[src/rtl/ram_arbiter_pkg.sv]
// Shared constants and state encoding for the RAM arbiter and its
// round-robin grant helper.
package ram_arbiter_pkg;

   localparam int unsigned AddrWidth = 8;
   localparam int unsigned DataWidth = 8;
   localparam int unsigned DataDepth = 256;

   localparam logic Req0 = 1'b0;
   localparam logic Req1 = 1'b1;

   typedef enum logic [1:0] {
      StIdle    = 2'd0,
      StRdIssue = 2'd1,
      StRdWait  = 2'd2
   } state_e;

endpackage

[src/rtl/ram_arbiter_rr_arbiter2.sv]
// Two-way round-robin grant: on a tie, the requester that did not win last
// time is granted. Purely combinational so it can front any shared resource.
import ram_arbiter_pkg::*;

module rr_arbiter2 (
   input  logic valid0_i,
   input  logic valid1_i,
   input  logic last_grant_i,
   output logic gnt0_o,
   output logic gnt1_o,
   output logic gnt_idx_o
);

   always_comb begin
      gnt0_o    = valid0_i & (~valid1_i | (last_grant_i == Req1));
      gnt1_o    = valid1_i & (~valid0_i | (last_grant_i == Req0));
      gnt_idx_o = gnt1_o;
   end

endmodule

[src/rtl/ram_arbiter.sv]
// Round-robin sequencer for a single-port RAM shared by two requesters.
// Commands are registered onto the RAM bus; read data is routed to the issuer.
import ram_arbiter_pkg::*;

module ram_arbiter #(
   parameter int unsigned ADDR_WIDTH = AddrWidth,
   parameter int unsigned DATA_WIDTH = DataWidth
) (
   input  logic                  clk,
   input  logic                  rst,
   input  logic                  req0_valid,
   output logic                  req0_ready,
   input  logic                  req0_wr_rd,
   input  logic [ADDR_WIDTH-1:0] req0_addr,
   input  logic [DATA_WIDTH-1:0] req0_wdata,
   output logic                  rsp0_valid,
   output logic [DATA_WIDTH-1:0] rsp0_data,
   input  logic                  req1_valid,
   output logic                  req1_ready,
   input  logic                  req1_wr_rd,
   input  logic [ADDR_WIDTH-1:0] req1_addr,
   input  logic [DATA_WIDTH-1:0] req1_wdata,
   output logic                  rsp1_valid,
   output logic [DATA_WIDTH-1:0] rsp1_data,
   output logic                  ram_en,
   output logic                  ram_wr_rd,
   output logic [ADDR_WIDTH-1:0] ram_addr,
   output logic [DATA_WIDTH-1:0] ram_data_in,
   input  logic [DATA_WIDTH-1:0] ram_data_out,
   input  logic                  ram_en_out,
   output logic                  busy
);

   state_e                state_q, state_d;
   logic                  owner_q, owner_d;
   logic                  last_grant_q, last_grant_d;
   logic                  ram_en_q, ram_en_d;
   logic                  ram_wr_rd_q, ram_wr_rd_d;
   logic [ADDR_WIDTH-1:0] ram_addr_q, ram_addr_d;
   logic [DATA_WIDTH-1:0] ram_data_in_q, ram_data_in_d;

   logic                  accept_ok;
   logic                  gnt0, gnt1, gnt_idx;
   logic                  hs;
   logic                  sel_wr_rd;
   logic [ADDR_WIDTH-1:0] sel_addr;
   logic [DATA_WIDTH-1:0] sel_wdata;

   // The RAM port is occupied by the read being issued, so no accept then.
   assign accept_ok = (state_q != StRdIssue);

   rr_arbiter2 u_rr_arbiter2 (
      .valid0_i     (req0_valid),
      .valid1_i     (req1_valid),
      .last_grant_i (last_grant_q),
      .gnt0_o       (gnt0),
      .gnt1_o       (gnt1),
      .gnt_idx_o    (gnt_idx)
   );

   always_comb begin
      req0_ready = gnt0 & accept_ok;
      req1_ready = gnt1 & accept_ok;
      hs         = (req0_valid & req0_ready) | (req1_valid & req1_ready);
      sel_wr_rd  = gnt_idx ? req1_wr_rd : req0_wr_rd;
      sel_addr   = gnt_idx ? req1_addr  : req0_addr;
      sel_wdata  = gnt_idx ? req1_wdata : req0_wdata;
   end

   always_comb begin
      state_d       = state_q;
      owner_d       = owner_q;
      last_grant_d  = last_grant_q;
      ram_en_d      = hs;
      ram_wr_rd_d   = ram_wr_rd_q;
      ram_addr_d    = ram_addr_q;
      ram_data_in_d = ram_data_in_q;

      if (hs) begin
         last_grant_d  = gnt_idx;
         ram_wr_rd_d   = sel_wr_rd;
         ram_addr_d    = sel_addr;
         ram_data_in_d = sel_wdata;
         if (!sel_wr_rd) begin
            owner_d = gnt_idx;
         end
      end

      unique case (state_q)
         StIdle:    state_d = (hs && !sel_wr_rd) ? StRdIssue : StIdle;
         StRdIssue: state_d = StRdWait;
         StRdWait:  state_d = (hs && !sel_wr_rd) ? StRdIssue : StIdle;
         default:   state_d = StIdle;
      endcase
   end

   always_ff @(posedge clk or negedge rst) begin
      if (!rst) begin
         state_q       <= StIdle;
         owner_q       <= Req0;
         last_grant_q  <= Req1;
         ram_en_q      <= 1'b0;
         ram_wr_rd_q   <= 1'b0;
         ram_addr_q    <= '0;
         ram_data_in_q <= '0;
      end else begin
         state_q       <= state_d;
         owner_q       <= owner_d;
         last_grant_q  <= last_grant_d;
         ram_en_q      <= ram_en_d;
         ram_wr_rd_q   <= ram_wr_rd_d;
         ram_addr_q    <= ram_addr_d;
         ram_data_in_q <= ram_data_in_d;
      end
   end

   // owner_q only moves at the edge, so a response and a new accept can
   // share the RD_WAIT cycle without misrouting.
   always_comb begin
      rsp0_valid  = ram_en_out & (state_q == StRdWait) & (owner_q == Req0);
      rsp1_valid  = ram_en_out & (state_q == StRdWait) & (owner_q == Req1);
      rsp0_data   = ram_data_out;
      rsp1_data   = ram_data_out;
      ram_en      = ram_en_q;
      ram_wr_rd   = ram_wr_rd_q;
      ram_addr    = ram_addr_q;
      ram_data_in = ram_data_in_q;
      busy        = (state_q != StIdle);
   end

endmodule

[config.mk]
export PLATFORM = sky130hd
export DESIGN_NAME = ram_arbiter
export DESIGN_NICKNAME = d
export VERILOG_FILES = /design/src/rtl/ram_arbiter_pkg.sv /design/src/rtl/ram_arbiter_rr_arbiter2.sv /design/src/rtl/ram_arbiter.sv
export SDC_FILE = /design/constraint.sdc
export NUM_CORES = 1
export LEC_CHECK = 0
export ABC_AREA = 1
export CAP_MARGIN = 40
export CORE_AREA = 10 10 84 86
export CTS_CLUSTER_SIZE = 10
export DETAILED_ROUTE_END_ITERATION = 7
export DIE_AREA = 0 0 94 96
export PLACE_DENSITY = 0.7
export SLEW_MARGIN = 20
export SYNTH_ARGS = -nofsm -noshare
export SYNTH_HDL_FRONTEND = slang
export SYNTH_HIERARCHICAL = 1
export SYNTH_SLANG_ARGS = --single-unit
[constraint.sdc]
create_clock -name clk -period 1.9 [get_ports clk]
set_clock_uncertainty 0.2 [all_clocks]
set_input_delay 0.285 -clock clk [delete_from_list [all_inputs] [get_ports clk]]
set_output_delay 0.285 -clock clk [all_outputs]
set_load 0.005 [all_outputs]
==> flow_metrics.tcl, run 1 <==
set metrics [dict create \
    status "completed" \
    die_y_um 96 \
    preCtsSetupSlack_ns -0.265 \
    antenna_found_initial 0 \
    postRouteAntennaNets 0 \
    fin_util_pct 37.4 \
    avgRoutedWirePerCell_um 11.9 \
    gp_congestion 0.692 \
    final_cell_mix "55 x clkdlybuf4s50_1, 54 x nand2_1, 24 x inv_1, 21 x dfrtp_1, 19 x nand3_1" \
    dieArea_um2 9020 \
    cts-htree-levels 1 \
    die_w_um 94 \
    comb_power_share_pct 43.9 \
    rsz0062_at_grt "false" \
    grt_usage_pct 7.80 \
    area_delta_synth_final_pct 52.4 \
    cp_slowest_cell "dfstp_2" \
    crit_chain "inv_1, a21oi_2, inv_1, nor2_1, clkbuf_2" \
    maxSlewViolCount 0 \
    cp-end-kind "output pin" \
    gr-total-overflow 0 \
    maxSlewHeadroom_pct 81.3 \
    hpwl_mm 2.87 \
    cts_tree "built" \
    hold_violations 0 \
    power_switching_mw 0.561 \
    cp_top_family "flip-flops" \
    coreArea_um2 5410 \
    cp_data_required_time_ns 1.41 \
    crit_path_max_fanout 3 \
    worstHoldPathType "input port to asynchronous set/reset pin" \
    start_util_pct 24.5 \
    via_count 1198 \
    dr.pass1.iters 4 \
    drv_cap 0 \
    hold_slack_ns 0.165 \
    setup_viol 0 \
    routed_wl_mm 3.61 \
    ys_ff_latch 22 \
    synth_nets 223 \
    synth_area_leaders "dfrtp_1 40%, nand2_1 15%, buf_4 10%" \
    cts_made_buffers 3 \
    crit_buf_inv 3 \
    clockPowerShare_pct 17.8 \
    ys_warn_count 6 \
    leakagePower_nw 1.01 \
    cpPeakStageDelay_ns 0.56 \
    yosys.area.top_type_share_pct 39.7 \
    drt-initial-drc-count 51 \
    drive_gt1_share_pct 13.0 \
    cts_sinks 22 \
    tightestPinTransition_ns 0.280 \
    root_buffer "clkbuf_8" \
    antenna_cells 0 \
    intPower_mw 1.29 \
    clk_pin_slew_ns 0.08 \
    fin_ws_ns 0.113 \
    grt_pass1_wl_mm 5.69 \
    ys_types 20 \
    pin_count 86 \
    syn-cell-area_um2 1330 \
    clock_path_buffers 2 \
    final_common_cell "clkdlybuf4s50_1" \
    first_global_vias 1205 \
    clk_latency_ns 0.26 \
    p_sw_share_pct 30.3 \
    path_class "flop to output pin" \
    start_kind "flop" \
    power_density_nw_per_um2 916 \
    p_seq_share_pct 38.3 \
    port-buffer-count 61 \
    synth_largest_area_cell "dfrtp_1" \
    ir_worst_vdd_uv 280 \
    crit_top_cell "inv_1" \
    drc_errors 0 \
    grt_max_degree 24 \
    synth_cells 176 \
    worstPathArrival_ns 1.30 \
    fp-row-count 27 \
    fin_cells 303 \
    syn_avg_cell_area_um2 7.53 \
    period_minus_slack_ns 1.79 \
    vias_per_cell 3.95 \
    final_nets 279 \
    ys_seq_area_share_pct 41.6 \
    numPlacedInstances 297 \
    fmax_mhz 559 \
    period_share_pct 94.1 \
]
stage by stage:
step / instance area [µm²] / power (mW) / setup TNS [ns]
floorplan: 1330 / 1.07 / 0
CTS: 2020 / 1.89 / 0
global route: 2020 / 2.00 / 0
global placement: 1960 / 1.53 / -2.27
detailed placement: 1960 / 1.55 / -3.02
finish: 2020 / 1.85 / 0
power by group through the flow:
stage               sequential [mW]  clock [mW]  combinational [mW]
floorplan                     0.726           0               0.341
global placement              0.715           0               0.819
detailed placement            0.720           0               0.830
CTS                           0.710       0.343               0.836
global route                  0.733       0.360               0.903
finish                        0.708       0.330               0.813
path summary, 6_finish.rpt:
path | end | startpoint | slack [ns] | cells after the start
hold reg to reg | last_grant_q | last_grant_q | 0.31 | 2
setup reg to reg | ram_data_in[0] | last_grant_q | 0.15 | 8
max in group asynchronous | last_grant_q | rst | 1.05 | 2
hold / removal | ram_addr[5] | rst | 0.17 | 2
setup / recovery | req0_ready | last_grant_q | 0.11 | 5
min in group clk | last_grant_q | last_grant_q | 0.31 | 2
cell families (layout without fill, tap and decap cells):
| kind of cell | count (synthesis) | after routing | share of synthesized area (%) |
|---|---|---|---|
| buf+inv | 50 | 105 | 20.3 |
| compound gates | 19 | 19 | 8.12 |
| simple gates | 85 | 85 | 29.9 |
| flops | 22 | 22 | 41.6 |
registers in the layout, indices dropped and copies added, names as in the netlist:
signal / count
owner_q: 1
ram_data_in: 8
ram_wr_rd: 1
ram_en: 1
ram_addr: 8
state_q: 2
last_grant_q: 1
area by class of cell:
type	count	area, µm²
Clock buffer	4	55.1
Tap cell	72	90.1
Fill cell	587	3390
Inverter	25	93.8
Multi-Input combinational cell	104	504
Sequential cell	22	552
Timing Repair Buffer	76	724
synthesized netlist by cell type:
cell type / n
nor2_1: 5
nand3_4: 2
nand3b_1: 1
dfstp_2: 1
o21ai_0: 16
inv_1: 24
nand2_4: 2
nand2_1: 54
buf_2: 5
and2_4: 1
dfrtp_1: 21
o21a_1: 1
inv_2: 1
buf_4: 18
nand3_1: 19
a21boi_2: 1
clkbuf_1: 1
nand2_2: 1
buf_6: 1
a21oi_2: 1
per-layer routing:
layer / GRT usage (%) / wire length [µm]
met5: 0 / 0
met4: 3.54 / 36
met3: 1.40 / 203
met2: 14.1 / 1910
met1: 8.76 / 1450
worst register-to-register path, delay by kind of cell, from the launching register on:
family	cells	cell delay (ns)
DFF	1	0.56
buffers and inverters	3	0.49
and+or+nand+nor	4	0.34
AOI/OAI and AO/OA	1	0.06
timing repair:
item                       CTS  global route
hold buffers                 0             0
setup buffers                2             0
gates resized for setup      7             1
pin swaps                    0             1
setup endpoints to repair    4             1
Power figures use the tool's default switching activity.
==> run 2, diff against run 1 <==
--- a/config.mk
+++ b/config.mk
@@ -12,7 +12,7 @@
 export DETAILED_ROUTE_END_ITERATION = 7
 export DIE_AREA = 0 0 94 96
 export PLACE_DENSITY = 0.7
-export SLEW_MARGIN = 20
+export SLEW_MARGIN = 10
 export SYNTH_ARGS = -nofsm -noshare
 export SYNTH_HDL_FRONTEND = slang
 export SYNTH_HIERARCHICAL = 1
==> results of run 2 <==
Final layout, timing and power as in run 1 (identical DEF).
